$ cat src/rtl/loa_cla_pkg.sv
// Shared types and helpers for the key-locked pipelined LOA adder.
// Key-load states, the per-block stage-1 payload and the 4-bit group generate/propagate.
package loa_cla_pkg;

  localparam int KEY_SEG = 32;

  typedef enum logic [1:0] {
    IDLE = 2'd0,
    LOAD = 2'd1,
    RUN  = 2'd2
  } key_state_e;

  // One upper-part CLA block as captured in stage 1.
  typedef struct packed {
    logic [3:0] a;
    logic [3:0] b;
    logic       g;
    logic       p;
    logic       dkey_c;
  } s1_blk_t;

  function automatic int nblk(input int width, input int lower);
    return (width - lower) / 4;
  endfunction

  // Group generate/propagate of a 4-bit slice, returned as {g, p}.
  function automatic logic [1:0] blk_gp(input logic [3:0] a, input logic [3:0] b);
    logic [3:0] g_v;
    logic [3:0] p_v;
    logic       grp_g;
    logic       grp_p;
    g_v   = a & b;
    p_v   = a ^ b;
    grp_g = g_v[3]
          | (p_v[3] & g_v[2])
          | (p_v[3] & p_v[2] & g_v[1])
          | (p_v[3] & p_v[2] & p_v[1] & g_v[0]);
    grp_p = &p_v;
    return {grp_g, grp_p};
  endfunction

endpackage

$ cat src/rtl/loa_cla_adder_pipe_locked_block.sv
// 4-bit carry-lookahead block whose carry-in is gated by one key-difference bit.
// A correct key (dkey_c = 0) makes this a plain 4-bit CLA.
module loa_cla_block (
  input  logic [3:0] a,
  input  logic [3:0] b,
  input  logic       cin,
  input  logic       dkey_c,
  output logic [3:0] sum,
  output logic       g,
  output logic       p,
  output logic       cout
);

  logic [3:0] w_g;
  logic [3:0] w_p;
  logic       w_c0;
  logic [4:1] w_c;

  assign w_g  = a & b;
  assign w_p  = a ^ b;
  assign w_c0 = cin ^ dkey_c;

  assign w_c[1] = w_g[0] | (w_p[0] & w_c0);
  assign w_c[2] = w_g[1] | (w_p[1] & w_g[0]) | (w_p[1] & w_p[0] & w_c0);
  assign w_c[3] = w_g[2] | (w_p[2] & w_g[1]) | (w_p[2] & w_p[1] & w_g[0])
                | (w_p[2] & w_p[1] & w_p[0] & w_c0);
  assign w_c[4] = w_g[3] | (w_p[3] & w_g[2]) | (w_p[3] & w_p[2] & w_g[1])
                | (w_p[3] & w_p[2] & w_p[1] & w_g[0])
                | (w_p[3] & w_p[2] & w_p[1] & w_p[0] & w_c0);

  assign sum  = w_p ^ {w_c[3:1], w_c0};
  assign g    = w_g[3] | (w_p[3] & w_g[2]) | (w_p[3] & w_p[2] & w_g[1])
              | (w_p[3] & w_p[2] & w_p[1] & w_g[0]);
  assign p    = &w_p;
  assign cout = w_c[4];

endmodule

$ cat src/rtl/loa_cla_adder_pipe_locked.sv
// Two-stage key-locked lower-part-OR adder with valid/ready handshake and multi-word key load.
// Optional completed-output counter on op_cnt_o when LOA_OP_CNT_EN is defined.
module loa_cla_adder_pipe_locked
  import loa_cla_pkg::*;
#(
  parameter int               WIDTH       = 32,
  parameter int               LOWER       = 8,
  parameter int               KEY_W       = 64,
  parameter logic [KEY_W-1:0] CORRECT_KEY = 64'hA5C3_0F96_5A3C_F069
) (
  input  logic             clk_i,
  input  logic             rst_ni,
  input  logic             in_valid_i,
  output logic             in_ready_o,
  input  logic [WIDTH-1:0] add1_i,
  input  logic [WIDTH-1:0] add2_i,
  output logic             out_valid_o,
  input  logic             out_ready_i,
  output logic [WIDTH:0]   result_o,
  input  logic             key_valid_i,
  input  logic [31:0]      key_data_i,
  output logic             key_busy_o
`ifdef LOA_OP_CNT_EN
  ,
  output logic [31:0]      op_cnt_o
`endif
);

  localparam int NBLK   = nblk(WIDTH, LOWER);
  localparam int DU     = NBLK + WIDTH + 1;
  localparam int NWORDS = KEY_W / KEY_SEG;
  localparam int CNT_W  = (NWORDS > 1) ? $clog2(NWORDS) : 1;

  key_state_e       r_state;
  logic [CNT_W-1:0] r_cnt;
  logic [KEY_W-1:0] r_shadow;
  logic [KEY_W-1:0] r_active;
  logic             r_key_busy;
  logic [KEY_W-1:0] w_shadow_nxt;

  logic             r_s1_valid;
  logic [LOWER-1:0] r_s1_lower;
  logic             r_s1_cin;
  logic [WIDTH:0]   r_s1_dout;
  s1_blk_t          r_s1_blk [NBLK];

  logic             r_out_valid;
  logic [WIDTH:0]   r_result;

  logic             w_adv2;
  logic             w_s1_en;
  logic             w_acc;
  logic [DU-1:0]    w_d;
  logic [1:0]       w_gp [NBLK];
  logic [NBLK-1:0]  w_c;
  logic             w_cout;
  logic [4*NBLK-1:0] w_blk_sum;
  logic [NBLK-1:0]  w_blk_g;
  logic [NBLK-1:0]  w_blk_p;
  logic [NBLK-1:0]  w_blk_cout;
  logic             w_blk_unused;
  logic [WIDTH:0]   w_res;

  // Whole-pipe stall: stage 1 may refill when empty or when stage 2 moves on.
  assign w_adv2     = ~r_out_valid | out_ready_i;
  assign w_s1_en    = ~r_s1_valid | w_adv2;
  assign in_ready_o = (r_state != LOAD) & w_s1_en;
  assign w_acc      = in_valid_i & in_ready_o;

  // Only the carry-gate and result-gate bits of the key difference are kept.
  assign w_d = r_active[DU-1:0] ^ CORRECT_KEY[DU-1:0];

  if (KEY_W > DU) begin : g_key_spare
    logic w_key_unused;
    assign w_key_unused = ^r_active[KEY_W-1:DU];
  end

  // Shadow key with the incoming word placed at the current word slot.
  always_comb begin
    w_shadow_nxt = r_shadow;
    w_shadow_nxt[KEY_SEG*int'(r_cnt) +: KEY_SEG] = key_data_i;
  end

  // Key-load FSM; the whole key becomes active on the edge that stores the last word.
  always_ff @(posedge clk_i) begin
    if (!rst_ni) begin
      r_state    <= IDLE;
      r_cnt      <= '0;
      r_shadow   <= '0;
      r_active   <= '0;
      r_key_busy <= 1'b0;
    end else begin
      case (r_state)
        IDLE, RUN: begin
          if (key_valid_i) begin
            r_shadow <= w_shadow_nxt;
            if (NWORDS == 1) begin
              r_active   <= w_shadow_nxt;
              r_state    <= RUN;
              r_key_busy <= 1'b0;
            end else begin
              r_cnt      <= CNT_W'(1);
              r_state    <= LOAD;
              r_key_busy <= 1'b1;
            end
          end
        end
        LOAD: begin
          if (key_valid_i) begin
            r_shadow <= w_shadow_nxt;
            if (r_cnt == CNT_W'(NWORDS - 1)) begin
              r_active   <= w_shadow_nxt;
              r_cnt      <= '0;
              r_state    <= RUN;
              r_key_busy <= 1'b0;
            end else begin
              r_cnt <= r_cnt + CNT_W'(1);
            end
          end
        end
        default: begin
          r_state    <= IDLE;
          r_cnt      <= '0;
          r_key_busy <= 1'b0;
        end
      endcase
    end
  end

  // Per-block generate/propagate of the incoming upper operands.
  always_comb begin
    for (int b = 0; b < NBLK; b++) begin
      w_gp[b] = blk_gp(add1_i[LOWER+4*b +: 4], add2_i[LOWER+4*b +: 4]);
    end
  end

  // Stage 1: approximate low part, low carry, block G/P, upper operands and key gates.
  always_ff @(posedge clk_i) begin
    if (!rst_ni) begin
      r_s1_valid <= 1'b0;
      r_s1_lower <= '0;
      r_s1_cin   <= 1'b0;
      r_s1_dout  <= '0;
      for (int b = 0; b < NBLK; b++) begin
        r_s1_blk[b] <= '0;
      end
    end else if (w_s1_en) begin
      r_s1_valid <= w_acc;
      if (w_acc) begin
        r_s1_lower <= add1_i[LOWER-1:0] | add2_i[LOWER-1:0];
        r_s1_cin   <= add1_i[LOWER-1] & add2_i[LOWER-1];
        r_s1_dout  <= w_d[DU-1:NBLK];
        for (int b = 0; b < NBLK; b++) begin
          r_s1_blk[b].a      <= add1_i[LOWER+4*b +: 4];
          r_s1_blk[b].b      <= add2_i[LOWER+4*b +: 4];
          r_s1_blk[b].g      <= w_gp[b][1];
          r_s1_blk[b].p      <= w_gp[b][0];
          r_s1_blk[b].dkey_c <= w_d[b];
        end
      end
    end
  end

  // Block carry-in lookahead from stage-1 G/P; each carry is key-gated before use.
  always_comb begin
    logic c_v;
    c_v = r_s1_cin;
    for (int b = 0; b < NBLK; b++) begin
      w_c[b] = c_v;
      c_v    = r_s1_blk[b].g | (r_s1_blk[b].p & (c_v ^ r_s1_blk[b].dkey_c));
    end
    w_cout = c_v;
  end

  for (genvar b = 0; b < NBLK; b++) begin : g_blk
    loa_cla_block u_blk (
      .a      (r_s1_blk[b].a),
      .b      (r_s1_blk[b].b),
      .cin    (w_c[b]),
      .dkey_c (r_s1_blk[b].dkey_c),
      .sum    (w_blk_sum[4*b +: 4]),
      .g      (w_blk_g[b]),
      .p      (w_blk_p[b]),
      .cout   (w_blk_cout[b])
    );
  end

  assign w_blk_unused = ^{w_blk_g, w_blk_p, w_blk_cout};
  assign w_res        = {w_cout, w_blk_sum, r_s1_lower} ^ r_s1_dout;

  // Stage 2: registered result, held while the consumer stalls.
  always_ff @(posedge clk_i) begin
    if (!rst_ni) begin
      r_out_valid <= 1'b0;
      r_result    <= '0;
    end else if (w_adv2) begin
      r_out_valid <= r_s1_valid;
      if (r_s1_valid) begin
        r_result <= w_res;
      end
    end
  end

  assign out_valid_o = r_out_valid;
  assign result_o    = r_result;
  assign key_busy_o  = r_key_busy;

`ifdef LOA_OP_CNT_EN
  logic [31:0] r_op_cnt;

  // Saturating count of delivered results.
  always_ff @(posedge clk_i) begin
    if (!rst_ni) begin
      r_op_cnt <= 32'd0;
    end else if (r_out_valid && out_ready_i && (r_op_cnt != 32'hFFFF_FFFF)) begin
      r_op_cnt <= r_op_cnt + 32'd1;
    end
  end

  assign op_cnt_o = r_op_cnt;
`endif

endmodule
$ cat config.mk
export PLATFORM = sky130hd
export DESIGN_NAME = loa_cla_adder_pipe_locked
export DESIGN_NICKNAME = d
export VERILOG_FILES = /design/src/rtl/loa_cla_pkg.sv /design/src/rtl/loa_cla_adder_pipe_locked_block.sv /design/src/rtl/loa_cla_adder_pipe_locked.sv
export SDC_FILE = /design/constraint.sdc
export NUM_CORES = 1
export LEC_CHECK = 0
export ABC_AREA = 1
export CAP_MARGIN = 20
export CORE_UTILIZATION = 30
export CTS_BUF_LIST = sky130_fd_sc_hd__clkbuf_16
export CTS_CLUSTER_DIAMETER = 80
export DETAILED_ROUTE_END_ITERATION = 8
export SYNTH_ARGS = -nofsm -noshare
export SYNTH_HDL_FRONTEND = slang
export SYNTH_SLANG_ARGS = --single-unit
$ cat constraint.sdc
create_clock -name clk_i -period 2.7 [get_ports clk_i]
set_input_delay 0.54 -clock clk_i [delete_from_list [all_inputs] [get_ports clk_i]]
set_output_delay 0.54 -clock clk_i [all_outputs]
set_load 0.05 [all_outputs]
# Yosys cells after proc, flatten, opt, wreduce, memory -nomap -nowiden
# Memory sizes are Yosys's and may differ from the RTL's.
# Cells that the tools add are included.
classes:
  n_mux: 47
  n_shift: 2
  reduce_logical: 15
  addsub: 2
  bitwise_logic: 226
  n_eq_ne: 6
ops:
  columns: ["cell", "n"]
  rows:
  - ["$and 1x1->1", 93]
  - ["$or 1x1->1", 92]
  - ["$xor 4x4->4", 18]
  - ["$bwmux 64", 1]
  - ["$shift 32x33->64 const A", 1]
  - ["$shiftx 32x33->64", 1]
  - ["$mux 4", 12]
  - ["$neg 6->33", 1]
  - ["$xor 33x33->33", 1]
  - ["$mux 1", 28]
  - ["$and 4x4->4", 6]
  - ["$reduce_and 4->1", 6]
  - ["$not 19->19", 1]
  - ["$and 3x3->3", 6]
  - ["$or 8x8->8", 1]
  - ["$reduce_and 2->1", 4]
  - ["$mux 2", 3]
  - ["$ne 2x2->1 const B", 3]
  - ["$reduce_and 3->1", 2]
  - ["$xor 1x1->1", 6]
  - ["$pmux 1 s2", 2]
  - ["$pmux 2 s2", 1]
  - ["$reduce_or 3->1", 1]
  - ["$eq 2x1->1 const B", 1]
  - ["6 further kinds", 7]
totals:
  ff_bits: 184
  output_inout_bits: 36
  mem_bits_rw: 66
  memories: 1
mem_list:
  columns: ["name", "depth", "width", "rd", "rd_ports_with_merged_regs", "write_ports", "line", "rtl"]
  rows:
  - ["r_s1_blk", 6, 11, 6, 0, 6, "loa_cla_adder_pipe_locked.sv:45", "s1_blk_t r_s1_blk [NBLK];"]

# Longest topological paths before layout
# An unclocked memory read counts as a cell.
logic_depth:
  word_depth: 21
  ltp_mapped: 22
  depth_no_buf: 22

# Modules after synthesis
# From an unflattened synthesis, not the netlist that was laid out.
hier_totals:
  cells_unflattened: 1277
  hier_area_um2: 10573.9
by_module_without_submodules:
  columns: ["mod", "seq_area_each_um2", "cells_per_inst", "n_inst", "area_per_inst_um2"]
  rows:
  - ["loa_cla_adder_pipe_locked", 5165.0, 1031, 1, 9140.0]
  - ["loa_cla_block", 0.0, 41, 6, 239.0]

# Worst setup path before layout
# OpenSTA, ideal clock, no wires.
synth_timing:
  path_kind: "register -> register"
  startpoint: "register r_out_valid, in the netlist out_valid_o"
  endpoint: "memory r_s1_blk[0][0] (netlist name), enable pin"
  arrival_ps: 2529
  stages_incl_launch_ff: 8
  setup_time_ps: 713
  path_buffers: 0
  setup_slack_ps: -542
  t_required_ps: 1987
  path_cell_list: "dfxtp_1 nand2_1 nor2_1 inv_1 o21ai_0 inv_1 nand2_1 nand2_1"
synth_rtl:
  columns: ["item", "line", "rtl"]
  rows:
  - ["from (decl)", "loa_cla_adder_pipe_locked.sv:47", "logic r_out_valid;"]
  - ["from (signal assigned)", "loa_cla_adder_pipe_locked.sv:197", "r_out_valid <= r_s1_valid;"]
  - ["to (decl)", "loa_cla_adder_pipe_locked.sv:45", null]

==> run_results.csv <==
group,metric,value,unit
die,die_w,184,um
timing,finalSetupViolations,0,
setup_path,arrival,3070,ps
placement,place_area,11900,um^2
yosys,ys_types,26,
global_route,grt-ovfl-total,0,
global_route,grt_first_pass_wirelength,39400,um
cts,cts_buffers,26,
pwr,p_leak,5.25,nW
cts,cts_tree,"yes",
routing,ant_nets,0,
cells_and_area,final_cells,1726,
yosys,syn_area,9960,um^2
placement,dpl.hpwl,17000,um
die,die_h,184,um
yosys,syn_nets,1291,
pwr,switching_share,0.283,
routing,drt_iter0_drc,381,
yosys,synth_enable_flop_cells,66,
timing,fin_crit_sh,0.991,
setup_path,rr_endpoint,"result_o[29]",
pwr,pwr-share-seq,0.449,
timing,drv_slew,0,
die,die-area,33900,um^2
die,pin_count,137,
yosys,async_flop_share,0,
cts,insertion_delay,540,ps
yosys,synth_ff_type,"dfxtp_1",
placement,portBuffers,136,
cts,postCtsHoldBufs,0,
hold_path,min-delay-start,"rst_ni",
routing,dr.pass1.iters,5,
cts,cts_max_level,1,
cells_and_area,finalInstanceArea,12800,um^2
pwr,combinationalPowerShare,0.178,
timing,setup_tns,0,ps
hold_path,min_path_cells,3,
cells_and_area,drive_above_1_share,0.0794,
global_route,grt_max_degree,115,
setup_path,rrSetupSlack,20,ps
timing,rsz0062_at_grt,"yes",
timing,fmax,0.374,GHz
cts,cts_sinks,225,
setup_path,cp.required,3090,ps
hold_path,hold_class,"input port to register",
pwr,p_per_area,673,nW/um^2
routing,drt-wirelength-per-cell,14.1,um
placement,dp_slack,16.5,ps
pwr,p_switching,2.44,mW
yosys,ys_ff_latch,225,
routing,vias,7855,
yosys,syn-instance-count,1142,
cells_and_area,fin_util,0.393,
hold_path,hold_end,"r_shadow[26]",
setup_path,worst_setup_path_start_kind,"register",
timing,timing.final.crit_period,2680,ps
routing,viasPerCell,4.55,
global_route,grt_antenna_before_repair,0,
cts,root_buffer,"clkbuf_16",
timing,whs,327,ps
placement,dp_cells,1676,
global_route,grt_pass1_vias,7495,
timing,final.setup_skew,27.9,ps
global_route,grt_usage,0.145,
die,floorplan.rows,66,
cells_and_area,area_delta_synth_final,28.8,%
timing,finalWorstSetupSlack,23.8,ps
pwr,internal_power,6.19,mW
cells_and_area,num-nets-final,1414,
placement,routabilityCongestion,0.787,
pwr,p_clk_frac,0.373,
setup_path,criticalPathCategory,"register to register",
setup_path,rr_worst_depth,21,
routing,wirelength,24400,um
setup_path,cp_max_fo,4,
cells_and_area,diodes,0,
pwr,total_power,8.64,mW
timing,finalHoldViolCount,0,
die,coreArea,32600,um^2
flow_run,drv_cap,0,
pwr,peakVddDrop,0.434,mV
cts,clkTransAtPathRegs,60,ps
yosys,ys_warn_count,0,
setup_path,end_kind,"register",
timing,max_slew_margin,0.598,
die,initial_core_util,0.305,
timing,worstMarginPinSlew,601,ps
yosys,seq_area_frac_synth,0.519,
setup_path,r2r_start,"r_s1_blk[0][0]",
run_status,status,"finished, final reports clean",
routing,drc_errors,0,
yosys,avgSynthCellArea,8.72,um^2
cts,clk_path_buf_depth,3,
repair_timing:
item	CTS	global route
resized for setup	15	7
gates cloned	0	0
endpoints found under the setup margin	1	4
pin swaps	6	11
buffers inserted	1	2
registers in the layout (all words and copies together), names as in the netlist:
name         flops
r_state          2
r_s1_dout       33
r_s1_blk        66
out_valid_o      1
r_s1_cin         1
r_cnt            1
r_active        39
r_s1_lower       8
r_s1_valid       1
r_shadow        39
key_busy_o       1
result_o        33
per-layer routing:
metal | track usage | part of all wire
met3 | 0.0245 | 0.043
met4 | 0.0383 | 0.017
met2 | 0.237 | 0.46
met1 | 0.198 | 0.48
met5 | 0 | 0
cells in the final DEF, fill, tap and decap left out, types with 3 or more instances in the layout:
master | synthesis | final
dfxtp_1 | 159 | 159
nand2_2 | 7 | 11
ha_1 | 42 | 42
edfxtp_1 | 66 | 66
xnor2_1 | 27 | 25
buf_12 | 0 | 10
nand4_1 | 13 | 13
buf_4 | 0 | 14
clkinv_1 | 2 | 6
fa_1 | 6 | 4
o21ai_0 | 190 | 190
nand3_1 | 64 | 60
a21o_1 | 3 | 3
nand2_1 | 73 | 67
inv_2 | 1 | 4
nor2_1 | 110 | 110
xor2_1 | 24 | 24
clkbuf_16 | 0 | 27
nand3_2 | 7 | 4
inv_1 | 143 | 144
nand3_4 | 0 | 7
clkinv_2 | 0 | 10
and2_2 | 5 | 4
a21oi_1 | 123 | 123
clkdlybuf4s50_1 | 0 | 134
a31oi_1 | 6 | 6
how the worst max path moves through the flow:
stage | from | to | depth (start not counted)
3_5_place_dp | r_s1_blk[0][0] | result_o[29] | 19
3_3_place_gp | r_s1_blk[0][0] | result_o[29] | 21
4_1_cts | r_s1_blk[0][0] | result_o[29] | 21
5_1_grt | r_s1_blk[0][0] | result_o[29] | 21
2_1_floorplan | out_ready_i | r_s1_blk[0][0] | 8
6_report | r_s1_blk[0][0] | result_o[29] | 21
critical path, stage by stage (launching register included):
cell and delay [ps]:
edfxtp_1 410, nand2_2 110, nand3_2 90, nand2_1 70
nand2_1 70, nand3_2 80, nand2_2 60, nand2_2 80
nand3_4 100, nand2_2 80, nand2_2 70, nand3_4 90
nand2_4 60, nand2_4 70, nand3_4 90, nand2_2 70
nand2_2 70, and2_4 140, fa_2 350, xnor2_2 150
xor2_1 150, a21oi_1 80
cell usage after synthesis, types with 2 or more instances:
cell type	count	area share
o22ai_1	2	0.0013
a21oi_1	123	0.062
nor2_1	110	0.041
nand2_2	7	0.0044
clkbuf_1	63	0.024
fa_1	6	0.012
nand2_1	73	0.028
o21ai_0	190	0.095
xnor2_1	27	0.024
xor2_1	24	0.021
clkinv_1	2	0.00075
o21ai_1	2	0.0010
ha_1	42	0.053
a31oi_1	6	0.0038
dfxtp_1	159	0.32
nand3_1	64	0.032
nand4_1	13	0.0082
nand3_2	7	0.0070
o211ai_1	2	0.0015
inv_1	143	0.054
and2_2	5	0.0038
a21o_1	3	0.0023
edfxtp_1	66	0.20
cell type report:
class                      count  area (um^2)
fill                        3254        19800
inverter                     146          548
timing repair buffer         159         1660
sequential                   225         5160
clock buffer                  27          676
clock inverter                20          105
tap                          442          553
multi-input combinational    707         4120
power by group through the flow:
stage               clock [mW]  sequential [mW]  combinational (mW)
floorplan                    0             4.07               0.805
global placement             0             3.94                1.48
detailed placement           0             3.95                1.51
CTS                       3.31             3.88                1.54
global route              3.46             3.90                1.71
finish                    3.22             3.87                1.54
logic make-up (layout without fill, tap and decap cells):
group,count (synthesis),after routing,synth area share
DFF,225,225,0.519
adders and majority gates,48,48,0.0648
AOI/OAI and AO/OA,328,328,0.167
and+or+nand+nor,280,280,0.125
xor gates and xnor gates,51,51,0.0449
buffers and inverters,210,352,0.0792
Power figures use the tool's default switching activity.
